<file path="src/rtl/lane_serialiser_p_pkg.sv">
// Shared definitions for the TX-lane serialiser: state encoding and default symbol width.
package lane_serialiser_p_pkg;
  localparam int SYM_W_DEF = 10;

  typedef enum logic {
    ST_IDLE   = 1'b0,
    ST_ACTIVE = 1'b1
  } ser_state_e;

  localparam logic [7:0] UF_CNT_MAX = 8'hFF;
endpackage

</file>
<file path="src/rtl/lane_serialiser_p_if.sv">
// Symbol handshake and serial output bundle for lane_serialiser_p.
interface lane_serialiser_p_if
  import lane_serialiser_p_pkg::*;
#(
  parameter int SYM_W = SYM_W_DEF
) ();
  logic [SYM_W-1:0] sym_in;
  logic             sym_valid;
  logic             sym_ready;
  logic             ser_out;
  logic             sym_start;
  logic             underflow;

  modport master (output sym_in, sym_valid, input sym_ready, ser_out, sym_start, underflow);
  modport slave  (input sym_in, sym_valid, output sym_ready, ser_out, sym_start, underflow);
endinterface

</file>
<file path="src/rtl/lane_serialiser_p_sym_hold_buf.sv">
// One-entry valid/ready holding register; ready is derived purely from the stored valid bit.
module sym_hold_buf
  import lane_serialiser_p_pkg::*;
#(
  parameter int SYM_W = SYM_W_DEF
) (
  input  logic             clk,
  input  logic             rst,
  input  logic [SYM_W-1:0] i_data,
  input  logic             i_valid,
  output logic             o_ready,
  input  logic             i_consume,
  output logic [SYM_W-1:0] o_data,
  output logic             o_vld
);
  logic             r_vld;
  logic [SYM_W-1:0] r_data;

  // Accept and consume are exclusive: accept needs r_vld=0, consume needs r_vld=1.
  always_ff @(posedge clk or posedge rst) begin
    if (rst) begin
      r_vld  <= 1'b0;
      r_data <= '0;
    end else if (i_valid && !r_vld) begin
      r_vld  <= 1'b1;
      r_data <= i_data;
    end else if (i_consume) begin
      r_vld  <= 1'b0;
    end
  end

  assign o_ready = ~r_vld;
  assign o_data  = r_data;
  assign o_vld   = r_vld;
endmodule

</file>
<file path="src/rtl/lane_serialiser_p.sv">
// Parallel-to-serial TX lane converter; optional underflow counter under SER_UNDERFLOW_CNT_EN.
module lane_serialiser_p
  import lane_serialiser_p_pkg::*;
#(
  parameter int SYM_W     = SYM_W_DEF,
  parameter bit LSB_FIRST = 1'b1,
  parameter bit IDLE_BIT  = 1'b0
) (
  input  logic clk,
  input  logic rst,
  input  logic enable,
`ifdef SER_UNDERFLOW_CNT_EN
  input  logic       underflow_clr,
  output logic [7:0] underflow_cnt,
`endif
  lane_serialiser_p_if.slave bus
);
  localparam int            CW   = $clog2(SYM_W);
  localparam logic [CW-1:0] LAST = CW'(SYM_W - 1);

  ser_state_e       r_state, w_state_nxt;
  logic [CW-1:0]    r_bit_cnt, w_cnt_nxt;
  logic [SYM_W-1:0] r_cur_sym, w_cur_nxt;
  logic             r_ser_out, w_ser_nxt;
  logic             r_sym_start, w_start_nxt;
  logic             r_underflow, w_uf_nxt;
  logic             w_consume, w_hold_vld, w_ready;
  logic [SYM_W-1:0] w_hold_q;

  // idx is a transmit-order position; map it to the physical bit.
  function automatic logic pick_bit(input logic [SYM_W-1:0] sym, input logic [CW-1:0] idx);
    return LSB_FIRST ? sym[idx] : sym[LAST - idx];
  endfunction

  sym_hold_buf #(.SYM_W(SYM_W)) u_hold (
    .clk      (clk),
    .rst      (rst),
    .i_data   (bus.sym_in),
    .i_valid  (bus.sym_valid),
    .o_ready  (w_ready),
    .i_consume(w_consume),
    .o_data   (w_hold_q),
    .o_vld    (w_hold_vld)
  );

  always_comb begin
    w_state_nxt = r_state;
    w_cnt_nxt   = r_bit_cnt;
    w_cur_nxt   = r_cur_sym;
    w_ser_nxt   = IDLE_BIT;
    w_start_nxt = 1'b0;
    w_uf_nxt    = 1'b0;
    w_consume   = 1'b0;
    if (enable) begin
      if (r_bit_cnt == '0) begin
        if (w_hold_vld) begin
          w_ser_nxt   = pick_bit(w_hold_q, '0);
          w_cur_nxt   = w_hold_q;
          w_consume   = 1'b1;
          w_cnt_nxt   = CW'(1);
          w_start_nxt = 1'b1;
          w_state_nxt = ST_ACTIVE;
        end else begin
          w_state_nxt = ST_IDLE;
          w_uf_nxt    = (r_state == ST_ACTIVE);
        end
      end else begin
        w_ser_nxt = pick_bit(r_cur_sym, r_bit_cnt);
        w_cnt_nxt = (r_bit_cnt == LAST) ? '0 : r_bit_cnt + 1'b1;
      end
    end
  end

  always_ff @(posedge clk or posedge rst) begin
    if (rst) begin
      r_state     <= ST_IDLE;
      r_bit_cnt   <= '0;
      r_cur_sym   <= '0;
      r_ser_out   <= IDLE_BIT;
      r_sym_start <= 1'b0;
      r_underflow <= 1'b0;
    end else begin
      r_state     <= w_state_nxt;
      r_bit_cnt   <= w_cnt_nxt;
      r_cur_sym   <= w_cur_nxt;
      r_ser_out   <= w_ser_nxt;
      r_sym_start <= w_start_nxt;
      r_underflow <= w_uf_nxt;
    end
  end

`ifdef SER_UNDERFLOW_CNT_EN
  logic [7:0] r_uf_cnt;

  // Counts on the same edge that raises the underflow pulse, so clear-vs-increment is a true tie.
  always_ff @(posedge clk or posedge rst) begin
    if (rst) begin
      r_uf_cnt <= 8'd0;
    end else if (underflow_clr) begin
      r_uf_cnt <= 8'd0;
    end else if (w_uf_nxt && (r_uf_cnt != UF_CNT_MAX)) begin
      r_uf_cnt <= r_uf_cnt + 8'd1;
    end
  end

  assign underflow_cnt = r_uf_cnt;
`endif

  assign bus.sym_ready = w_ready;
  assign bus.ser_out   = r_ser_out;
  assign bus.sym_start = r_sym_start;
  assign bus.underflow = r_underflow;
endmodule

</file>
<file path="src/flat_wrapper.sv">
// flat-port wrapper written by rule: the top's interface ports become plain ports
module lane_serialiser_p_flat import lane_serialiser_p_pkg::*;
#(
  parameter int SYM_W     = SYM_W_DEF,
  parameter bit LSB_FIRST = 1'b1,
  parameter bit IDLE_BIT  = 1'b0
)
  (clk, rst, enable, bus_sym_in, bus_sym_valid, bus_sym_ready, bus_ser_out, bus_sym_start, bus_underflow);
  lane_serialiser_p_if #(.SYM_W(SYM_W)) bus_i ();
  input  logic clk;
  input  logic rst;
  input  logic enable;
  input wire logic [$bits(bus_i.sym_in)-1:0] bus_sym_in;
  input wire logic [$bits(bus_i.sym_valid)-1:0] bus_sym_valid;
  output wire logic [$bits(bus_i.sym_ready)-1:0] bus_sym_ready;
  output wire logic [$bits(bus_i.ser_out)-1:0] bus_ser_out;
  output wire logic [$bits(bus_i.sym_start)-1:0] bus_sym_start;
  output wire logic [$bits(bus_i.underflow)-1:0] bus_underflow;
  assign bus_i.sym_in = bus_sym_in;
  assign bus_i.sym_valid = bus_sym_valid;
  assign bus_sym_ready = bus_i.sym_ready;
  assign bus_ser_out = bus_i.ser_out;
  assign bus_sym_start = bus_i.sym_start;
  assign bus_underflow = bus_i.underflow;
  lane_serialiser_p #(.SYM_W(SYM_W), .LSB_FIRST(LSB_FIRST), .IDLE_BIT(IDLE_BIT)) u_core (.clk(clk), .rst(rst), .enable(enable), .bus(bus_i));
endmodule
</file>
<file path="config.mk">
export PLATFORM = sky130hd
export DESIGN_NAME = lane_serialiser_p_flat
export DESIGN_NICKNAME = d
export VERILOG_FILES = /design/src/rtl/lane_serialiser_p_pkg.sv /design/src/rtl/lane_serialiser_p_if.sv /design/src/rtl/lane_serialiser_p_sym_hold_buf.sv /design/src/rtl/lane_serialiser_p.sv /design/src/flat_wrapper.sv
export SDC_FILE = /design/constraint.sdc
export NUM_CORES = 1
export LEC_CHECK = 0
export ABC_AREA = 1
export BUFFER_PORTS_ARGS = -buffer_cell sky130_fd_sc_hd__buf_4
export CORE_UTILIZATION = 35
export CTS_CLUSTER_SIZE = 40
export DETAILED_ROUTE_END_ITERATION = 6
export PLACE_DENSITY = 0.6
export SYNTH_ARGS = -nofsm -noshare
export SYNTH_HDL_FRONTEND = slang
export SYNTH_HIERARCHICAL = 1
export SYNTH_SLANG_ARGS = --single-unit
</file>
<file path="constraint.sdc">
create_clock -name clk -period 3 [get_ports clk]
set_input_delay 0.45 -clock clk [delete_from_list [all_inputs] [get_ports clk]]
set_output_delay 0.45 -clock clk [all_outputs]
set_load 0.05 [all_outputs]
</file>
==> results of run 1 <==
-- power breakdown --
part	switching, mW	internal [mW]
registers	0.126	0.559
logic	0.386	0.219
clock network	0.143	0.160
total	0.655	0.939
-- worst max-delay path, delay by kind of cell (launching register included) --
| family | cells | cell delay, ns |
|---|---|---|
| fa+ha+maj | 1 | 0.27 |
| flops | 1 | 0.50 |
| buf+inv | 2 | 0.38 |
| simple gates | 3 | 0.27 |
| compound gates | 1 | 0.21 |
-- worst max-delay path by stage --
stage,from,endpoint,depth (start not counted)
finish,u_core/r_bit_cnt[0]$_DFFE_PP0P_,u_core/u_hold/o_vld$_DFFE_PP0P_,7
global placement,u_core/r_bit_cnt[0]$_DFFE_PP0P_,u_core/r_cur_sym[2]$_DFFE_PP0P_,8
CTS,u_core/r_bit_cnt[0]$_DFFE_PP0P_,u_core/u_hold/o_vld$_DFFE_PP0P_,7
global route,u_core/r_bit_cnt[0]$_DFFE_PP0P_,u_core/u_hold/o_vld$_DFFE_PP0P_,7
floorplan,u_core/r_bit_cnt[0]$_DFFE_PP0P_,u_core/u_hold/o_vld$_DFFE_PP0P_,9
detailed placement,u_core/r_bit_cnt[0]$_DFFE_PP0P_,u_core/u_hold/o_vld$_DFFE_PP0P_,7
-- per-stage QoR --
step / worst slack, ns / utilization, % / power (mW) / area [sq um] / instances
2_1_floorplan: 1.475 / - / 1.192 / 1435 / 152
3_3_place_gp: 1.407 / 40.68 / 1.278 / 1545 / 211
3_5_place_dp: 1.290 / 40.68 / 1.299 / 1545 / 211
4_1_cts: 1.256 / 42.85 / 1.612 / 1628 / 219
5_1_grt: 1.137 / 42.85 / 1.726 / 1628 / 219
6_report: 1.265 / 42.85 / 1.593 / 1628 / 219
-- registers in the layout (all words and copies together), names as in the netlist --
| register | flops |
|---|---|
| u_core/bus.sym_start | 1 |
| u_core/r_bit_cnt | 4 |
| u_core/bus.ser_out | 1 |
| u_core/r_cur_sym | 10 |
| u_core/u_hold/o_vld | 1 |
| u_core/u_hold/o_data | 10 |
| u_core/bus.underflow | 1 |
| u_core/r_state | 1 |
-- cells by family (layout without fill, tap and decap cells) --
family / Yosys count / in the layout / synth area share, %
and+or+nand+nor: 74 / 74 / 25.81
DFF: 29 / 29 / 50.57
buffers and inverters: 26 / 45 / 10.98
AOI/OAI and AO/OA: 18 / 18 / 8.806
adders and majority gates: 3 / 3 / 2.616
xor gates and xnor gates: 2 / 2 / 1.221
-- area by class of cell --
class                           count  area share [%]
Clock buffer                        6           4.458
Multi-Input combinational cell     97           33.90
Timing Repair Buffer               17           7.840
Clock inverter                      2          0.6149
Tap cell                           48           3.689
Inverter                           20           4.919
Sequential cell                    29           44.58
-- synthesized netlist by cell type (all sizes together) --
library cell / n
o21ai: 15
nor4: 1
a22oi: 1
nor2: 2
nand4: 4
inv: 19
clkinv: 1
nand2: 49
buf: 4
dfrtp: 29
xor2: 2
clkbuf: 2
ha: 3
a21oi: 2
nand3: 18
-- metal layers --
| metal | vias to the layer above | global-route usage (%) | part of all wire (%) |
|---|---|---|---|
| met2 | 14 | 27.42 | 51 |
| met1 | 491 | 16.59 | 44 |
| met5 | - | 0 | 0 |
| met4 | 0 | 6.383 | 2.0 |
| li1 | 520 | - | - |
| met3 | 5 | 4.655 | 2.9 |
==> flow_summary.toml, run 1 <==
[synthesis]
syn_area_per_cell_sq_um = 9.442
syn-num-nets = 169
ys_seq_area_share_pct = 50.57
synth_cell_type_count = 24
yosysTopAreaCell = "dfrtp_1"
synthCells = 152
syn-cell-area_sq_um = 1435
synth.area.top_cells = "dfrtp_1 51%, nand2_1 8.9%, nand3_1 6.3%"
synth-seq-cells = 29
synth_top_area_share_pct = 50.57
yosysWarnings = 6

[place]
gp_congestion = 0.9029
numPortBuffers = 17
dp_hpwl_mm = 1.990

[routing]
vias = 1030
wl_mm = 2.698
drc = 0
dr.pass1.iters = 4
via_per_inst = 4.703
ant_nets = 0
wl_per_cell_um = 12.32
dr.first_iter.drc_count = 40

[clocking]
clock_latency_ns = 0.28
cts_sinks = 29
cts_resized = 0
cts_max_level = 2
holdBufCountCts = 0
post_cts_buffers = 0
clk_pin_slew_worst_paths_ns = 0.06
cts_root_buf = "clkbuf_8"
cts_buffer_depth = 2
cts_buffers = 5
tritoncts = "done"

[setup_path]
crit_arrival_ns = 1.93
rrSetupSlack_ns = 1.26
critPathSlowestCell = "dfrtp_1"
worstSetupStartpointType = "flip-flop"
path_cells = "inv_1 -> ha_1 -> nand2_2 -> nor2_4 -> nand2_4 -> clkinv_4 -> o21ai_0"
slowest_delay_ns = 0.50
r2r_end = "u_core/u_hold/o_vld$_DFFE_PP0P_"
path_max_fanout = 21
worstPathRequired_ns = 3.19
rr_startpoint = "u_core/r_bit_cnt[0]$_DFFE_PP0P_"
crit_type = "flip-flop to flip-flop"
endpoint_kind = "flip-flop"
ff2ff_path_depth = 7

[timing]
worst_pin_slew_ns = 0.6975
finalClockSkew_ns = 0.004162
finalSetupViolations = 0
whs_ns = 0.1683
finalSetupTns_ns = 0
max_freq_mhz = 576.2
hold_viol_final = 0
relSlewSlack_pct = 53.45
fin_crit_ns = 1.735
rsz0062_at_grt = "no"
period_share_pct = 57.85
slew_viol_final = 0

[global_route]
grt_max_degree = 22
grt_pass1_vias = 1108
grt_pass1_wl_mm = 4.823
grt_remaining_overflow = 0
antenna_found_initial = 0
grt_usage_pct = 15.33

[floorplan]
coreArea_sq_um = 3799
start_util_pct = 37.78
row_count = 22
die_w_um = 66.04
die_y_um = 66.04
dieArea_sq_um = 4361
io_pins = 18

[outcome]
status = "completed"

[cells_and_area]
n_fill_cell = 400
final_nets = 187
syn_to_final_growth_pct = 13.43
multi_input_area_sq_um = 551.8
final_common_cell = "nand2_1"
drive_above_1_share_pct = 30.41
regArea_sq_um = 725.7
layout_common_cells = "34 x nand2_1, 29 x dfrtp_1, 18 x inv_1, 18 x nand3_1, 17 x buf_4"
antenna_cells = 0

[min_path]
hold_class = "primary input to async pin"

[power]
power_per_cell_area_nw_per_um2 = 978.8
power_leakage_nw = 0.8485
peakVddDrop_v = 0.0003349

[flow_run]
cap_violations = 0
(Power assumes the default switching activity.)
==> run 2: changes to the inputs <==
--- a/config.mk
+++ b/config.mk
@@ -5,7 +5,7 @@
 export SDC_FILE = /design/constraint.sdc
 export NUM_CORES = 1
 export LEC_CHECK = 0
-export ABC_AREA = 1
+export ABC_AREA = 0
 export BUFFER_PORTS_ARGS = -buffer_cell sky130_fd_sc_hd__buf_4
 export CORE_UTILIZATION = 35
 export CTS_CLUSTER_SIZE = 40
==> constraint.sdc (replaced) <==
create_clock -name clk -period 1.81 [get_ports clk]
set_input_delay 0.2715 -clock clk [delete_from_list [all_inputs] [get_ports clk]]
set_output_delay 0.2715 -clock clk [all_outputs]
set_load 0.05 [all_outputs]
==> run 2 against run 1 <==
Against the previous run:
- final area grew 0.38%
- cell count shrank 23%
- sequential share of layout area shrank 0.17 points
- hold slack lost 0.17 ns
- critical path depth shrank 2
- synthesized area shrank 2.6%
- clock power grew 56%
- via count shrank 19%
- setup slack lost 1.1 ns
- routed wire length shrank 10%
==> flow_summary.toml, run 2 <==
[outcome]
status = "completed"

[power]
peakVddDrop_v = 0.0006669
power.switching_uw = 953.2
power_per_cell_area_nw_per_um2 = 1732
internal_power_mw = 1.877
netSwitchingFraction_pct = 33.68
pwr-share-comb_pct = 41.2
power_mw = 2.830
clkPwrFrac_pct = 16.7
power_leakage_nw = 0.8103
power_frac_seq_pct = 42.1

[setup_path]
path_max_fanout = 12
endpoint_kind = "flip-flop"
crit_type = "flip-flop to flip-flop"
crit_arrival_ns = 1.83
worstPathRequired_ns = 1.97
worstSetupStartpointType = "flip-flop"
crit_start = "u_core/r_bit_cnt[1]$_DFFE_PP0P_"
rr_startpoint = "u_core/r_bit_cnt[1]$_DFFE_PP0P_"

[global_route]
grt_pass1_wl_mm = 4.222
grt_usage_pct = 13.87
grt_max_degree = 19
grt_pass1_vias = 914
antenna_found_initial = 0
grt_remaining_overflow = 0

[floorplan]
io_pins = 18
die_w_um = 65.19
coreArea_sq_um = 3744
start_util_pct = 37.33
die_y_um = 65.19
row_count = 22
dieArea_sq_um = 4250

[synthesis]
synthCells = 100
synth_top_area_share_pct = 51.92
yosysTopAreaCell = "dfrtp_1"
yosysWarnings = 6
async_flop_share_pct = 100.0
synth_commonest_cells = "29 x dfrtp_1, 17 x mux2_4, 7 x inv_1, 6 x nand2_1, 5 x mux2_2"
synth-seq-cells = 29
synth_edf_count = 0
syn_area_per_cell_sq_um = 13.98
ys.flop_type = "dfrtp_1"
synth.area.top_cells = "dfrtp_1 52%, mux2_4 18%, mux2_2 4.0%"
syn-cell-area_sq_um = 1398
yosysMostFrequentCell = "dfrtp_1"
ys_seq_area_share_pct = 51.92
synth_cell_type_count = 29
syn-num-nets = 117

[clocking]
cts_buffer_depth = 2
cts_buffers = 5
clk_pin_slew_worst_paths_ns = 0.06
cts_sinks = 29
cts_root_buf = "clkbuf_8"
cts_max_level = 2
tritoncts = "done"
clock_latency_ns = 0.27
holdBufCountCts = 0

[flow_run]
cap_violations = 0

[cells_and_area]
final_nets = 139
drive_above_1_share_pct = 42.15
final_cell_area_sq_um = 1634
antenna_cells = 0
fin_util_pct = 43.65
layout_common_cells = "29 x dfrtp_1, 19 x buf_4, 17 x mux2_4"
syn_to_final_growth_pct = 16.92
final_common_cell = "dfrtp_1"

[timing]
relSlewSlack_pct = 55.33
finalSetupViolations = 0
finalClockSkew_ns = 0.004382
postLayoutSetupSlackWorst_ns = 0.1395
hold_viol_final = 0
period_share_pct = 92.29
fin_crit_ns = 1.671
rsz0062_at_grt = "no"
finalSetupTns_ns = 0
slew_viol_final = 0
max_freq_mhz = 598.6
worst_pin_slew_ns = 0.6693

[place]
numPortBuffers = 17
pre_cts_ws_ns = 0.04698
gp_congestion = 0.9607
dpl_cell_area_sq_um = 1553
dp_hpwl_mm = 1.809

[routing]
wl_per_cell_um = 14.31
drc = 0
via_per_inst = 4.964
vias = 839
wl_mm = 2.418
ant_nets = 0
dr.pass1.iters = 4
dr.first_iter.drc_count = 30

[min_path]
hold_class = "primary input to async pin"
run 2: changes by cell type after synthesis, moves of 9 or more:
cell / previous run / this run
o21ai_2: 9 / 0
inv_1: 18 / 7
nand2_1: 34 / 6
mux2_4: 0 / 17
nand2_2: 13 / 0
nand3_1: 18 / 1
run 2: area by class of cell:
type | instances | area, sq um
Clock buffer | 5 | 68.82
Clock inverter | 1 | 5.005
Fill cell | 368 | 2110
Inverter | 7 | 26.28
Multi-Input combinational cell | 60 | 605.6
Sequential cell | 29 | 725.7
Tap cell | 48 | 60.06
Timing Repair Buffer | 19 | 142.6
run 2: through the flow:
stage | hold WS (ns) | cells
after floorplan | 0.1239 | 100
after global placement | 0.2987 | 163
after detailed placement | 0.3133 | 163
after CTS | 0.01247 | 169
after global routing | 0.03405 | 169
final | 0.0001418 | 169
run 2: kinds of logic (layout without fill, tap and decap cells):
logic type	Yosys count	after routing	share of synthesized area (%)
multiplexers	26	26	26.05
AO/OA/AOI/OAI	11	11	5.462
buffers and inverters	11	32	5.282
adder cells (fa/ha/maj)	3	3	2.686
AND/OR/NAND/NOR	20	20	8.595
flip-flops	29	29	51.93
run 2: final timing paths:
| check | slack (ns) | to | depth (start not counted) |
|---|---|---|---|
| worst min register to register | 0.47 | u_core/r_state$_DFFE_PP0P_ | 2 |
| min in group clk | 0.23 | u_core/u_hold/o_data[6]$_DFFE_PP0P_ | 2 |
| max in group asynchronous | 1.28 | u_core/bus.ser_out$_DFF_PP0_ | 2 |
| worst min-delay path | 0.0001 | u_core/u_hold/o_vld$_DFFE_PP0P_ | 2 |
| worst max-delay path | 0.14 | u_core/r_cur_sym[2]$_DFFE_PP0P_ | 5 |
| worst max register to register | 0.14 | u_core/r_cur_sym[2]$_DFFE_PP0P_ | 5 |
run 2: worst max-delay path, cell delays in order (launching register included):
cell and delay [ns]:
dfrtp_1 0.42, inv_1 0.15, ha_1 0.21, and2b_1 0.19, nand3_4 0.21, mux2_4 0.36
run 2: power groups by stage:
stage	Sequential (mW)	Clock, mW	Combinational [mW]
3_5_place_dp	1.20	0	1.16
3_3_place_gp	1.18	0	1.13
2_1_floorplan	1.16	0	0.957
6_report	1.19	0.472	1.17
5_1_grt	1.23	0.518	1.27
4_1_cts	1.19	0.490	1.17
run 2: layer usage:
layer	share of wire, %	vias up	global-route usage, %
li1	-	391	-
met1	45	417	16.37
met2	49	27	21.91
met3	5.0	4	5.729
met4	1.4	0	6.250
met5	0	-	0
run 2: timing repair:
item,4_1_cts,5_1_grt
resized for setup,0,1
setup buffers,0,0
setup endpoints to repair,0,10
